File: config.mk
export PLATFORM = sky130hd
export DESIGN_NAME = mem_arbiter_flat
export DESIGN_NICKNAME = d
export VERILOG_FILES = /design/src/rtl/mem_arbiter_if.sv /design/src/rtl/mem_arbiter.sv /design/src/flat_wrapper.sv
export SDC_FILE = /design/constraint.sdc
export NUM_CORES = 1
export LEC_CHECK = 0
export BUFFER_PORTS_ARGS = -buffer_cell sky130_fd_sc_hd__buf_2
export CORE_ASPECT_RATIO = 1.4
export CORE_MARGIN = 3
export CORE_UTILIZATION = 42
export CTS_CLUSTER_SIZE = 24
export DETAILED_ROUTE_END_ITERATION = 10
export PLACE_DENSITY = 0.77
export SYNTH_ARGS = -nofsm -noshare
export SYNTH_HDL_FRONTEND = slang
export SYNTH_SLANG_ARGS = --single-unit
File: constraint.sdc
create_clock -name clk_i -period 1.6 [get_ports clk_i]
set_clock_uncertainty 0.2 [all_clocks]
set_input_delay 0.32 -clock clk_i [delete_from_list [all_inputs] [get_ports clk_i]]
set_output_delay 0.32 -clock clk_i [all_outputs]
set_load 0.02 [all_outputs]
File: src/rtl/mem_arbiter_if.sv
// -----------------------------------------------------------------------------
// mem_arbiter_if
// Bundles the instruction-fetch requester, the data requester, the single
// memory port and the pipeline stall outputs of mem_arbiter.
//   slave  : arbiter view (requests and memory responses in, strobes/bus out)
//   master : environment view (requesters + memory drive, observe the rest)
// Parameters: ADDR_W address width, DATA_W data width.
// -----------------------------------------------------------------------------
interface mem_arbiter_if #(
  parameter int ADDR_W = 16,
  parameter int DATA_W = 16
);
  // instruction fetch requester
  logic              if_req_i;
  logic [ADDR_W-1:0] if_addr_i;
  logic              if_rvalid_o;
  logic [DATA_W-1:0] if_rdata_o;
  // data requester
  logic              d_req_i;
  logic              d_we_i;
  logic [ADDR_W-1:0] d_addr_i;
  logic [DATA_W-1:0] d_wdata_i;
  logic              d_rvalid_o;
  logic [DATA_W-1:0] d_rdata_o;
  // shared memory port
  logic              mem_req_o;
  logic              mem_we_o;
  logic [ADDR_W-1:0] mem_addr_o;
  logic [DATA_W-1:0] mem_wdata_o;
  logic              mem_gnt_i;
  logic              mem_rvalid_i;
  logic [DATA_W-1:0] mem_rdata_i;
  // pipeline stalls
  logic              stall_if_o;
  logic              stall_d_o;

  modport slave (
    input  if_req_i, if_addr_i,
    input  d_req_i, d_we_i, d_addr_i, d_wdata_i,
    input  mem_gnt_i, mem_rvalid_i, mem_rdata_i,
    output if_rvalid_o, if_rdata_o,
    output d_rvalid_o, d_rdata_o,
    output mem_req_o, mem_we_o, mem_addr_o, mem_wdata_o,
    output stall_if_o, stall_d_o
  );

  modport master (
    output if_req_i, if_addr_i,
    output d_req_i, d_we_i, d_addr_i, d_wdata_i,
    output mem_gnt_i, mem_rvalid_i, mem_rdata_i,
    input  if_rvalid_o, if_rdata_o,
    input  d_rvalid_o, d_rdata_o,
    input  mem_req_o, mem_we_o, mem_addr_o, mem_wdata_o,
    input  stall_if_o, stall_d_o
  );
endinterface

File: src/rtl/mem_arbiter.sv
// -----------------------------------------------------------------------------
// mem_arbiter
// Shares one memory port between instruction fetch and the data path, one
// outstanding transaction at a time. Data has priority, but after
// MAX_D_BURST consecutive data grants taken while fetch was waiting, fetch
// wins the next arbitration.
// Ports:
//   clk_i  clock, rising edge
//   rst_i  synchronous active-high reset
//   bus    mem_arbiter_if.slave: requesters, memory port, stalls
// Parameters: ADDR_W, DATA_W, MAX_D_BURST (>= 1).
// -----------------------------------------------------------------------------
module mem_arbiter #(
  parameter int ADDR_W      = 16,
  parameter int DATA_W      = 16,
  parameter int MAX_D_BURST = 4
) (
  input  logic          clk_i,
  input  logic          rst_i,
  mem_arbiter_if.slave  bus
);

  localparam int CNT_W = $clog2(MAX_D_BURST + 1);
  localparam logic [CNT_W-1:0] DCNT_MAX = CNT_W'(MAX_D_BURST);

  typedef enum logic [1:0] {IDLE, REQ, RSP} state_t;
  typedef enum logic {OWN_IF, OWN_D} owner_t;

  state_t            state_q, state_d;
  owner_t            owner_q, owner_d;
  logic              we_q, we_d;
  logic [ADDR_W-1:0] addr_q, addr_d;
  logic [DATA_W-1:0] wdata_q, wdata_d;
  logic [CNT_W-1:0]  dcnt_q, dcnt_d;

  logic burst_full;
  logic d_wins;
  logic rsp_fire;

  assign burst_full = (dcnt_q == DCNT_MAX);
  // Data wins unless fetch is waiting and data has used up its burst.
  assign d_wins     = bus.d_req_i && !(bus.if_req_i && burst_full);

  always_comb begin
    state_d = state_q;
    owner_d = owner_q;
    we_d    = we_q;
    addr_d  = addr_q;
    wdata_d = wdata_q;
    dcnt_d  = dcnt_q;
    case (state_q)
      IDLE: begin
        if (d_wins) begin
          owner_d = OWN_D;
          we_d    = bus.d_we_i;
          addr_d  = bus.d_addr_i;
          wdata_d = bus.d_wdata_i;
          // Count only grants that made fetch wait; saturate for safety.
          if (bus.if_req_i) begin
            dcnt_d = burst_full ? dcnt_q : dcnt_q + CNT_W'(1);
          end else begin
            dcnt_d = '0;
          end
          state_d = REQ;
        end else if (bus.if_req_i) begin
          owner_d = OWN_IF;
          we_d    = 1'b0;
          addr_d  = bus.if_addr_i;
          wdata_d = '0;
          dcnt_d  = '0;
          state_d = REQ;
        end
      end
      REQ: begin
        if (bus.mem_gnt_i) begin
          state_d = RSP;
        end
      end
      RSP: begin
        if (bus.mem_rvalid_i) begin
          state_d = IDLE;
        end
      end
      default: state_d = IDLE;
    endcase
  end

  always_ff @(posedge clk_i) begin
    if (rst_i) begin
      state_q <= IDLE;
      owner_q <= OWN_IF;
      we_q    <= 1'b0;
      addr_q  <= '0;
      wdata_q <= '0;
      dcnt_q  <= '0;
    end else begin
      state_q <= state_d;
      owner_q <= owner_d;
      we_q    <= we_d;
      addr_q  <= addr_d;
      wdata_q <= wdata_d;
      dcnt_q  <= dcnt_d;
    end
  end

  // A response arriving while reset is asserted belongs to an abandoned
  // transaction, so it is not forwarded to the requester.
  assign rsp_fire = (state_q == RSP) && bus.mem_rvalid_i && !rst_i;

  assign bus.if_rvalid_o = rsp_fire && (owner_q == OWN_IF);
  assign bus.d_rvalid_o  = rsp_fire && (owner_q == OWN_D);
  assign bus.if_rdata_o  = bus.mem_rdata_i;
  assign bus.d_rdata_o   = bus.mem_rdata_i;

  assign bus.mem_req_o   = (state_q == REQ);
  assign bus.mem_we_o    = we_q;
  assign bus.mem_addr_o  = addr_q;
  assign bus.mem_wdata_o = wdata_q;

  assign bus.stall_if_o  = bus.if_req_i && !bus.if_rvalid_o;
  assign bus.stall_d_o   = bus.d_req_i && !bus.d_rvalid_o;

endmodule

File: src/flat_wrapper.sv
// flat-port wrapper written by rule: the top's interface ports become plain ports
module mem_arbiter_flat 
#(
  parameter int ADDR_W      = 16,
  parameter int DATA_W      = 16,
  parameter int MAX_D_BURST = 4
)
  (clk_i, rst_i, bus_if_req_i, bus_if_addr_i, bus_d_req_i, bus_d_we_i, bus_d_addr_i, bus_d_wdata_i, bus_mem_gnt_i, bus_mem_rvalid_i, bus_mem_rdata_i, bus_if_rvalid_o, bus_if_rdata_o, bus_d_rvalid_o, bus_d_rdata_o, bus_mem_req_o, bus_mem_we_o, bus_mem_addr_o, bus_mem_wdata_o, bus_stall_if_o, bus_stall_d_o);
  mem_arbiter_if #(.ADDR_W(ADDR_W), .DATA_W(DATA_W)) bus_i ();
  input  logic clk_i;
  input  logic rst_i;
  input wire logic [$bits(bus_i.if_req_i)-1:0] bus_if_req_i;
  input wire logic [$bits(bus_i.if_addr_i)-1:0] bus_if_addr_i;
  input wire logic [$bits(bus_i.d_req_i)-1:0] bus_d_req_i;
  input wire logic [$bits(bus_i.d_we_i)-1:0] bus_d_we_i;
  input wire logic [$bits(bus_i.d_addr_i)-1:0] bus_d_addr_i;
  input wire logic [$bits(bus_i.d_wdata_i)-1:0] bus_d_wdata_i;
  input wire logic [$bits(bus_i.mem_gnt_i)-1:0] bus_mem_gnt_i;
  input wire logic [$bits(bus_i.mem_rvalid_i)-1:0] bus_mem_rvalid_i;
  input wire logic [$bits(bus_i.mem_rdata_i)-1:0] bus_mem_rdata_i;
  output wire logic [$bits(bus_i.if_rvalid_o)-1:0] bus_if_rvalid_o;
  output wire logic [$bits(bus_i.if_rdata_o)-1:0] bus_if_rdata_o;
  output wire logic [$bits(bus_i.d_rvalid_o)-1:0] bus_d_rvalid_o;
  output wire logic [$bits(bus_i.d_rdata_o)-1:0] bus_d_rdata_o;
  output wire logic [$bits(bus_i.mem_req_o)-1:0] bus_mem_req_o;
  output wire logic [$bits(bus_i.mem_we_o)-1:0] bus_mem_we_o;
  output wire logic [$bits(bus_i.mem_addr_o)-1:0] bus_mem_addr_o;
  output wire logic [$bits(bus_i.mem_wdata_o)-1:0] bus_mem_wdata_o;
  output wire logic [$bits(bus_i.stall_if_o)-1:0] bus_stall_if_o;
  output wire logic [$bits(bus_i.stall_d_o)-1:0] bus_stall_d_o;
  assign bus_i.if_req_i = bus_if_req_i;
  assign bus_i.if_addr_i = bus_if_addr_i;
  assign bus_i.d_req_i = bus_d_req_i;
  assign bus_i.d_we_i = bus_d_we_i;
  assign bus_i.d_addr_i = bus_d_addr_i;
  assign bus_i.d_wdata_i = bus_d_wdata_i;
  assign bus_i.mem_gnt_i = bus_mem_gnt_i;
  assign bus_i.mem_rvalid_i = bus_mem_rvalid_i;
  assign bus_i.mem_rdata_i = bus_mem_rdata_i;
  assign bus_if_rvalid_o = bus_i.if_rvalid_o;
  assign bus_if_rdata_o = bus_i.if_rdata_o;
  assign bus_d_rvalid_o = bus_i.d_rvalid_o;
  assign bus_d_rdata_o = bus_i.d_rdata_o;
  assign bus_mem_req_o = bus_i.mem_req_o;
  assign bus_mem_we_o = bus_i.mem_we_o;
  assign bus_mem_addr_o = bus_i.mem_addr_o;
  assign bus_mem_wdata_o = bus_i.mem_wdata_o;
  assign bus_stall_if_o = bus_i.stall_if_o;
  assign bus_stall_d_o = bus_i.stall_d_o;
  mem_arbiter #(.ADDR_W(ADDR_W), .DATA_W(DATA_W), .MAX_D_BURST(MAX_D_BURST)) u_core (.clk_i(clk_i), .rst_i(rst_i), .bus(bus_i));
endmodule
After elaboration in Yosys (flattened, before gate mapping)
Index checks and enable logic that the tools add are counted.

word-level totals
  word-level logic and storage cells = 48
  bits in registers = 39
  bits of input ports = 71
  output and inout bits = 70

operators by class
  reduce and logical (&&, ||, !) cells = 17
  $add $sub $neg = 1
  multiplexer cells = 16
  bitwise gates (word level) = 1
  equal/unequal tests = 7

operators with widths
  operator               count
  $mux W16               4
  $mux W3                4
  $logic_and A1 B1 Y1    8
  $mux W2                4
  $pmux W2 S3            1
  $reduce_and A3 Y1      2
  $logic_not A1 Y1       4
  $ne A2 B2 Y1 const B   2
  $add A3 B1 Y3 const B  1
  $eq A3 B3 Y1 const B   1
  $mux W1                3
  $ne A3 B2 Y1 const B   1
  $ne A3 B3 Y1 const B   1
  $eq A2 B1 Y1 const B   1
  $eq A2 B2 Y1 const B   1
  $logic_not A2 Y1       1
  $reduce_and A2 Y1      1
  $reduce_bool A2 Y1     1
  $not A1 Y1             1

Longest topological paths before layout
Gate-level depths: netlist of the first run.

  depth after elaboration = 6
  gate-level depth with buffers = 6
  depth with buffers taken out = 5

Least setup slack after synthesis of the first run
OpenSTA, ideal clock, no wires.

  path kind = register -> output
  from = reg u_core.state_q[1]
  to = out bus_stall_if_o
  path slack = -0.192 ns
  stages on the path, launching flop included = 4
  arrival time = 1.272 ns
  path buffers = 0
  data required time = 1.080 ns
  cell sequence = dfxtp_1 > nor4bb_1 > nor2b_1 > nor2b_1

on the way
  word-level cells in the longest chain between the ends = 6

RTL lines
  item                              RTL line            RTL
  start: declaration                mem_arbiter.sv:29   state_t state_q, state_d;
  start signal: assignment          mem_arbiter.sv:97   state_q <= state_d;
  $eq A2 B2 Y1                      mem_arbiter.sv:108  assign rsp_fire = (state_q == RSP) && bus.mem_rvalid_i && !rst_i;
  $logic_and A1 B1 Y1 (2 in a row)  mem_arbiter.sv:108
  $logic_and A1 B1 Y1               mem_arbiter.sv:110  assign bus.if_rvalid_o = rsp_fire && (owner_q == OWN_IF);
  via bus_if_rvalid_o               flat_wrapper.sv:21  output wire logic [$bits(bus_i.if_rvalid_o)-1:0] bus_if_rvalid_o;
  $logic_not A1 Y1                  mem_arbiter.sv:120  assign bus.stall_if_o = bus.if_req_i && !bus.if_rvalid_o;
  $logic_and A1 B1 Y1               mem_arbiter.sv:120
  end: declaration                  flat_wrapper.sv:29  output wire logic [$bits(bus_i.stall_if_o)-1:0] bus_stall_if_o;

The timed path passes the listed nets, and every way through them passes these cells.

Final worst setup path of the first run
  from = reg u_core.state_q[0]
  to = out bus_stall_if_o

on the way
  word-level cells in the longest chain between the ends = 6

RTL lines
  item                              RTL line
  $eq A2 B2 Y1                      mem_arbiter.sv:108
  $logic_and A1 B1 Y1 (2 in a row)  mem_arbiter.sv:108
  $logic_and A1 B1 Y1               mem_arbiter.sv:110
  $logic_not A1 Y1                  mem_arbiter.sv:120
  $logic_and A1 B1 Y1               mem_arbiter.sv:120

No other way between the ends.

==> results.md, run 1 <==
* Setup CP Type: reg2out
* Hold_ws at 0.0740 ns
* Seq/Total Area, Yosys at 0.376
* CP Data Arrival Time at 1.29 ns
* Synth Area in Adders at 0.0121
* Failing checks: setup timing
* Dpl cells at 361
* PwrDens at 991 nW/um2
* Final HPWL DP at 3800 um
* Core box area at 4640 um2
* Fmax at 553 MHz
* Synth cell types at 32
* Status: finished, violations left
* Final WS setup at -0.207 ns
* Top Ports at 141
* Footprint of the multi-input gates at 956 um2
* Mux cell area share after synthesis at 0
* Gpl congestion at 0.709
* Class of the worst hold path: in2reg
* Post-Syn Nets at 319
* CP max FO at 2
* CP max stage delay at 0.34 ns
* Clk pin slew, worst setup/hold paths at 0.08 ns
* CTS Root Cell: clkbuf_8
* Worst Max-Slew Pin Slew at 0.448 ns
* Delay-heaviest family, CP: simple AND/OR/NAND/NOR gates
* CP max-delay cell: dfxtp_2
* Cell Area, Synth at 2080 um2
* Total of max-cap violations at 0
* Die width at 65.4 um
* Tcrit/Tclk final at 1.13
* Worst path buffer plus inverter count at 1
* Hold_sp: bus_d_we_i
* Yosys reg bits at 39
* PortBufs at 92
* Largest family of logic cells by synthesized area: compound AO/OA/AOI/OAI gates
* # hold bufs at CTS at 0
* Syn Inst Count at 246
* TritonCTS clock tree: yes
* Critical Path, Cell by Cell: nor4bb_4, nor2b_4, nor2b_1, buf_4
* Non-filler cells in the finished layout at 372
* H-tree levels at 2
* Worst path required time at 1.08 ns
* Leakage power total at 1.15 nW
* Synthesis-to-finish area growth at 25.2%
* DR pass1 iterations at 4
* Avg Cell Area, Syn at 8.44 um2
* Antenna cells at 0
* Worst Setup End Kind: primary output
* Vias in the first global route at 1,873
* Die area at 5830 um2
* Critical path origin: u_core.state_q[0]
* Register Area at 783 um2
* Peak supply drop at 0.552 mV
* Initial antenna violation count at 0
* Final #Nets at 382
* Fill count at 496
* Final setup fails at 5
* Fraction of layout cells with a size suffix above 1 at 0.439
* Detailed Route WL at 5540 um
* Starting Density at 0.447
* Max-slew headroom at 0.701
* R2R Path Start: u_core.dcnt_q[1]
* Die Y at 89.2 um
* Vias at 2,003
* DRC at 0
* Largest net degree at the start of global routing at 41
* Routed Antenna Nets at 0
* Clk Latency, worst-skew pair at 0.28 ns
* DRT iter0 DRCs at 116
* Routed vias/inst at 5.38
* Post-synthesis compound-gate area fraction at 0.253
* YS warnings at 0
* Total GRT Usage at 0.189
* Hold Vio Cnt, Final at 0
* Clk buf depth at 2
* CTS Sinks at 39
* Slew Viols, Final at 0
* Aggregate global routing overflow at 0
* Final min period at 1.81 ns
* Routed wire per std cell at 14.9 um
* Synth Area in XOR/XNOR at 0
* Total CTS buffers at 5
* Row count at 29
* CP startpoint kind: flop
* Post-synthesis simple-gate area fraction at 0.163
* RSZ-0062 raised after global routing: true
* Wire length of the first global-routing pass at 8510 um
==> Yosys cell counts <==
library cell  count  share of area
nand3_2           1         0.0048
o32ai_1           1         0.0042
nor2_1            3         0.0054
o21ai_1           4         0.0096
buf_2             3         0.0072
inv_2             1         0.0018
or2_4             1         0.0042
a22oi_1           1         0.0036
and3_4            1         0.0054
o21ai_0          31          0.075
dfxtp_1          39           0.38
nor2_4            3          0.016
and2_1            1         0.0030
clkbuf_2          2         0.0048
nand3_1          34          0.082
clkbuf_1          5         0.0090
a21oi_1          37          0.089
nor4bb_1          2         0.0096
nor3b_2           1         0.0060
nand4_1           1         0.0030
inv_1             3         0.0054
nand2b_1          1         0.0030
buf_4            38           0.14
buf_6             5          0.027
clkbuf_4          1         0.0036
or2_1             1         0.0030
nor2b_1           3         0.0090
a311oi_1         16          0.068
nand4b_1          1         0.0042
o31ai_1           1         0.0036
ha_1              2          0.012
nand2_1           2         0.0036
==> cell usage in the layout, fill, tap and decap left out, types with 3 or more instances in the layout <==
cell       n
buf_2     89
a311oi_1  14
clkbuf_8   6
o21ai_1    8
buf_4     15
buf_12     4
dfxtp_1   37
nand3_1   34
o21ai_0   27
a21oi_1   37
nor2_4     3
nor2_1     3
==> tightest hold or removal path, stage by stage <==
cell and delay (ns):
buf_2 0.09, nand3_1 0.05, a21oi_1 0.05
==> through the flow <==
step / setup slack (ns) / cell area [um2] / utilization / TNS [ns] / total power, mW
3_5_place_dp: -0.0812 / 2380 / 0.512 / -0.263 / 1.71
5_1_grt: -0.269 / 2600 / 0.560 / -1.06 / 2.71
6_report: -0.207 / 2600 / 0.560 / -0.732 / 2.57
2_1_floorplan: -0.00500 / 2080 / - / -0.00500 / 1.61
4_1_cts: -0.222 / 2540 / 0.548 / -0.801 / 2.58
3_3_place_gp: -0.0814 / 2380 / 0.512 / -0.257 / 1.70
==> kinds of logic after synthesis <==
kind of cell | Yosys count
adder cells (fa/ha/maj) | 2
buffers and inverters | 58
AND/OR/NAND/NOR | 56
flip-flops | 39
AO/OA/AOI/OAI | 91
==> what timing repair did <==
| item | in CTS | in global routing |
|---|---|---|
| pin swaps | 4 | 3 |
| gates resized for setup | 11 | 10 |
| endpoints found under the setup margin | 9 | 30 |
| cloned | 1 | 0 |
| buffers inserted | 0 | 2 |
==> power by group <==
part / internal (mW) / leakage, nW / total, mW / switching, mW
logic: 0.275 / 0.769 / 0.632 / 0.358
clock network: 0.505 / 0.0612 / 0.845 / 0.340
registers: 1.06 / 0.322 / 1.10 / 0.0422
==> flip-flops by register name, summed over array words and instances (netlist names) <==
register                flops
u_core.bus.mem_we_o         1
u_core.bus.mem_addr_o      16
u_core.dcnt_q               3
u_core.owner_q              1
u_core.state_q              2
u_core.bus.mem_wdata_o     16
==> layer usage <==
metal,track usage,share of wire,vias to the layer above
met1,0.211,0.39,927
met5,0,0,-
met3,0.0503,0.073,17
met4,0.0623,0.014,0
li1,-,-,988
met2,0.344,0.52,71
==> worst paths after layout <==
check	end	slack [ns]	cells after the start
setup / recovery	bus_stall_if_o	-0.21	4
hold / removal	u_core.bus.mem_we_o	0.07	3
setup reg to reg	u_core.bus.mem_addr_o[9]	0.07	6
hold reg to reg	u_core.bus.mem_wdata_o[14]	0.27	2
==> area by class of cell <==
| class | instances | area share |
|---|---|---|
| timing repair buffer | 109 | 0.250 |
| clock buffer | 6 | 0.0318 |
| clock inverter | 2 | 0.0135 |
| inverter | 4 | 0.00578 |
| multi-input combinational | 150 | 0.368 |
| sequential | 39 | 0.301 |
| tap | 62 | 0.0299 |
Note: power is estimated with default switching activity, not from simulation.
==> run 2: changes to the inputs <==
- ABC_AREA: not set -> 1
- CELL_PAD_IN_SITES_DETAIL_PLACEMENT: not set -> 1
- CELL_PAD_IN_SITES_GLOBAL_PLACEMENT: not set -> 2
- CORE_UTILIZATION: 42 -> 20
- PLACE_DENSITY: 0.77 -> 0.75
- REMOVE_ABC_BUFFERS: not set -> 1
==> results.md, run 2 <==
* Final HPWL DP at 5000 um (+31%)
* Routed wire per std cell at 13.5 um (-9.6%)
* Initial antenna violation count at 0 (unchanged)
* Wire length of the first global-routing pass at 11,000 um (+29%)
* Clk Latency, worst-skew pair at 0.28 ns (about the same)
* Failing checks: setup timing
* Synth cell types at 22 (-31%)
* Class of the worst hold path: in2reg
* DR pass1 iterations at 4 (unchanged)
* CP startpoint kind: flop
* Worst Max-Slew Pin Slew at 0.436 ns (-0.0117 ns)
* Routed vias/inst at 4.13 (-23%)
* Hold Path End: u_core.bus.mem_wdata_o[5]
* Leading cell type in the layout, fill and taps excluded: buf_2
* Fraction of layout cells with a size suffix above 1 at 0.361 (-0.0778)
* Total CTS buffers at 5 (unchanged)
* Synth top cells by count: nand2_1, nand3_1, dfxtp_1, nor2_1, buf_4
* Starting Density at 0.207 (-0.240)
* Post-synth ARST share at 0 (unchanged)
* Worst reg-to-reg path cell count at 8 (+2)
* Core box area at 10,100 um2 (+120%)
* Synthesis-to-finish area growth at 32.0%
* Hold Vio Cnt, Final at 0 (unchanged)
* Antenna cells at 0 (unchanged)
* Routed Antenna Nets at 0 (unchanged)
* Footprint of the multi-input gates at 871 um2 (-8.9%)
* CTS Sinks at 39 (unchanged)
* Final min period at 1.77 ns (-0.0363 ns)
* Synth Flop Type: dfxtp_1
* Detailed Route WL at 6700 um (+21%)
* CP max-delay cell: dfxtp_2
* Final setup fails at 5 (unchanged)
* Worst path buffer plus inverter count at 3 (+2)
* H-tree levels at 2 (unchanged)
* Total GRT Usage at 0.117 (-0.0716)
* PortBufs at 92 (unchanged)
* Peak supply drop at 0.424 mV (-23%)
* Top-count cell post-synth: nand2_1
* Die Y at 127 um (+42%)
* Synth area leaders: dfxtp_1, buf_4, nand3_1
* Setup CP Type: reg2out
* DRT iter0 DRCs at 40 (-66%)
* Critical Path, Cell by Cell: inv_2, nand4_1, buf_6, nor2_4, buf_6
* CTS Root Cell: clkbuf_16
* Yosys top cell by area: dfxtp_1
* Row count at 43 (+48%)
* Overall power at 2.91 mW (+13%)
* # hold bufs at CTS at 0 (unchanged)
* Worst Setup End Kind: primary output
* RR Endpoint: u_core.dcnt_q[2]
* DRC at 0 (unchanged)
* Delay-heaviest family, CP: buffers and inverters
* Cell Area, Synth at 2080 um2 (+0.36%)
* Hold_ws at 0.0947 ns (+0.0207 ns)
* Min-Delay Path Depth at 3 (unchanged)
* Synth top area share at 0.375 (-0.00136)
* CP Data Arrival Time at 1.25 ns (-0.04 ns)
* Tcrit/Tclk final at 1.11 (-0.0227)
* YS warnings at 0 (unchanged)
* Fill count at 1,295 (+160%)
* Worst path required time at 1.08 ns (about the same)
* TritonCTS clock tree: yes
* Vias at 2,055 (+2.6%)
* Post-synth EDFFs at 0 (unchanged)
* Yosys reg bits at 39 (unchanged)
* Most used cell, CP: buf_6
* CP max stage delay at 0.33 ns (about the same)
* Seq/Total Area, Yosys at 0.375 (-0.00136)
* Die width at 92.3 um (+41%)
* Total of max-cap violations at 0 (unchanged)
* Slew Viols, Final at 0 (unchanged)
* Avg Cell Area, Syn at 7.01 um2 (-17%)
* Largest net degree at the start of global routing at 39 (-4.9%)
* Register Area at 785 um2 (+0.16%)
* Aggregate global routing overflow at 0 (unchanged)
* Clk pin slew, worst setup/hold paths at 0.07 ns (about the same)
* Final WS setup at -0.171 ns (+0.0363 ns)
* Most frequent cells in the layout: buf_2, nand2_1, nand3_1
* R2R Path Start: u_core.state_q[0]
* Status: finished, violations left
* Finished layout cell area at 2750 um2 (+5.8%)
* Clk buf depth at 2 (unchanged)
* Gpl congestion at 0.677 (-4.4%)
* Max-slew headroom at 0.709 (+0.00780)
* Vias in the first global route at 2,186 (+17%)
* CP max FO at 3 (+1)
* Top Ports at 141 (unchanged)
* Die area at 11,700 um2 (+100%)
* R2R Setup Slk at 0.05 ns (-0.02 ns)
* Hold_sp: bus_d_wdata_i[5]
* Fmax at 565 MHz (+2.1%)
* PwrDens at 1060 nW/um2 (+7.0%)
* RSZ-0062 raised after global routing: true
* Placed cell areas at 2490 um2 (+4.7%)
* Syn Inst Count at 297 (+21%)
* Leakage power total at 1.40 nW (+22%)
* Final #Nets at 435 (+14%)
## run 2: cell count changes after synthesis, sizes merged, moves of 3 or more
cell    before  now
nand2        2   56
clkbuf       8    3
nand3       35   51
a21oi       37   22
a311oi      16    0
inv          4   28
o21ai       35    4
nor2b        3    0
nor2         6   42
## run 2: tightest hold or removal path, delay by kind of cell
family | cells | cell delay, ns
simple gates | 1 | 0.06
compound gates | 1 | 0.05
buf+inv | 1 | 0.09
## run 2: layer usage
metal | global-route usage | up-vias | wire length, um | share of wire
met1 | 0.138 | 920 | 2910 | 0.43
met5 | 0.0263 | - | 0 | 0
li1 | - | 1032 | - | -
met4 | 0.0210 | 0 | 23 | 0.0034
met2 | 0.191 | 101 | 3030 | 0.45
met3 | 0.0569 | 2 | 742 | 0.11
## run 2: repair_timing
| action | 4_1_cts | 5_1_grt |
|---|---|---|
| resized for setup | 17 | 7 |
| endpoints found under the setup margin | 5 | 42 |
| pin swaps | 2 | 3 |
| setup buffers | 2 | 2 |
## run 2: final cells by class
class                           count  area share
Inverter                           28      0.0382
Multi-Input combinational cell    182       0.317
Tap cell                          135      0.0614
Clock inverter                      3      0.0159
Timing Repair Buffer              106       0.237
Clock buffer                        5      0.0455
Sequential cell                    39       0.285
## run 2: kinds of logic after synthesis
family | count (synthesis) | share of synthesized area
compound gates | 26 | 0.0643
fa+ha+maj | 2 | 0.0120
xor+xnor | 1 | 0.00420
flops | 39 | 0.375
simple gates | 153 | 0.328
buf+inv | 76 | 0.217
## run 2: stage by stage
step	worst slack [ns]	std cells	util	setup TNS, ns
after floorplan	-0.283	249	-	-6.05
after detailed placement	-0.0521	486	0.248	-0.158
final	-0.171	498	0.273	-0.683
after global routing	-0.260	498	0.273	-2.62
after CTS	-0.144	496	0.270	-0.542
after global placement	-0.0127	486	0.248	-0.0246
## run 2: power breakdown
group	leakage (nW)	internal [mW]	switching, mW
combinational	0.995	0.265	0.395
clock	0.0838	0.736	0.416
sequential	0.322	1.06	0.0454
## run 2: how the worst max path moves through the flow
| stage | slack [ns] | depth (start not counted) | startpoint | to |
|---|---|---|---|---|
| after floorplan | -0.28 | 6 | u_core.state_q[1] | u_core.bus.mem_addr_o[0] |
| after global placement | -0.01 | 6 | rst_i | bus_if_rvalid_o |
| after detailed placement | -0.05 | 6 | rst_i | bus_stall_if_o |
| after CTS | -0.14 | 5 | u_core.state_q[0] | bus_if_rvalid_o |
| after global routing | -0.26 | 5 | u_core.state_q[0] | bus_d_rvalid_o |
| final | -0.17 | 5 | u_core.state_q[0] | bus_d_rvalid_o |
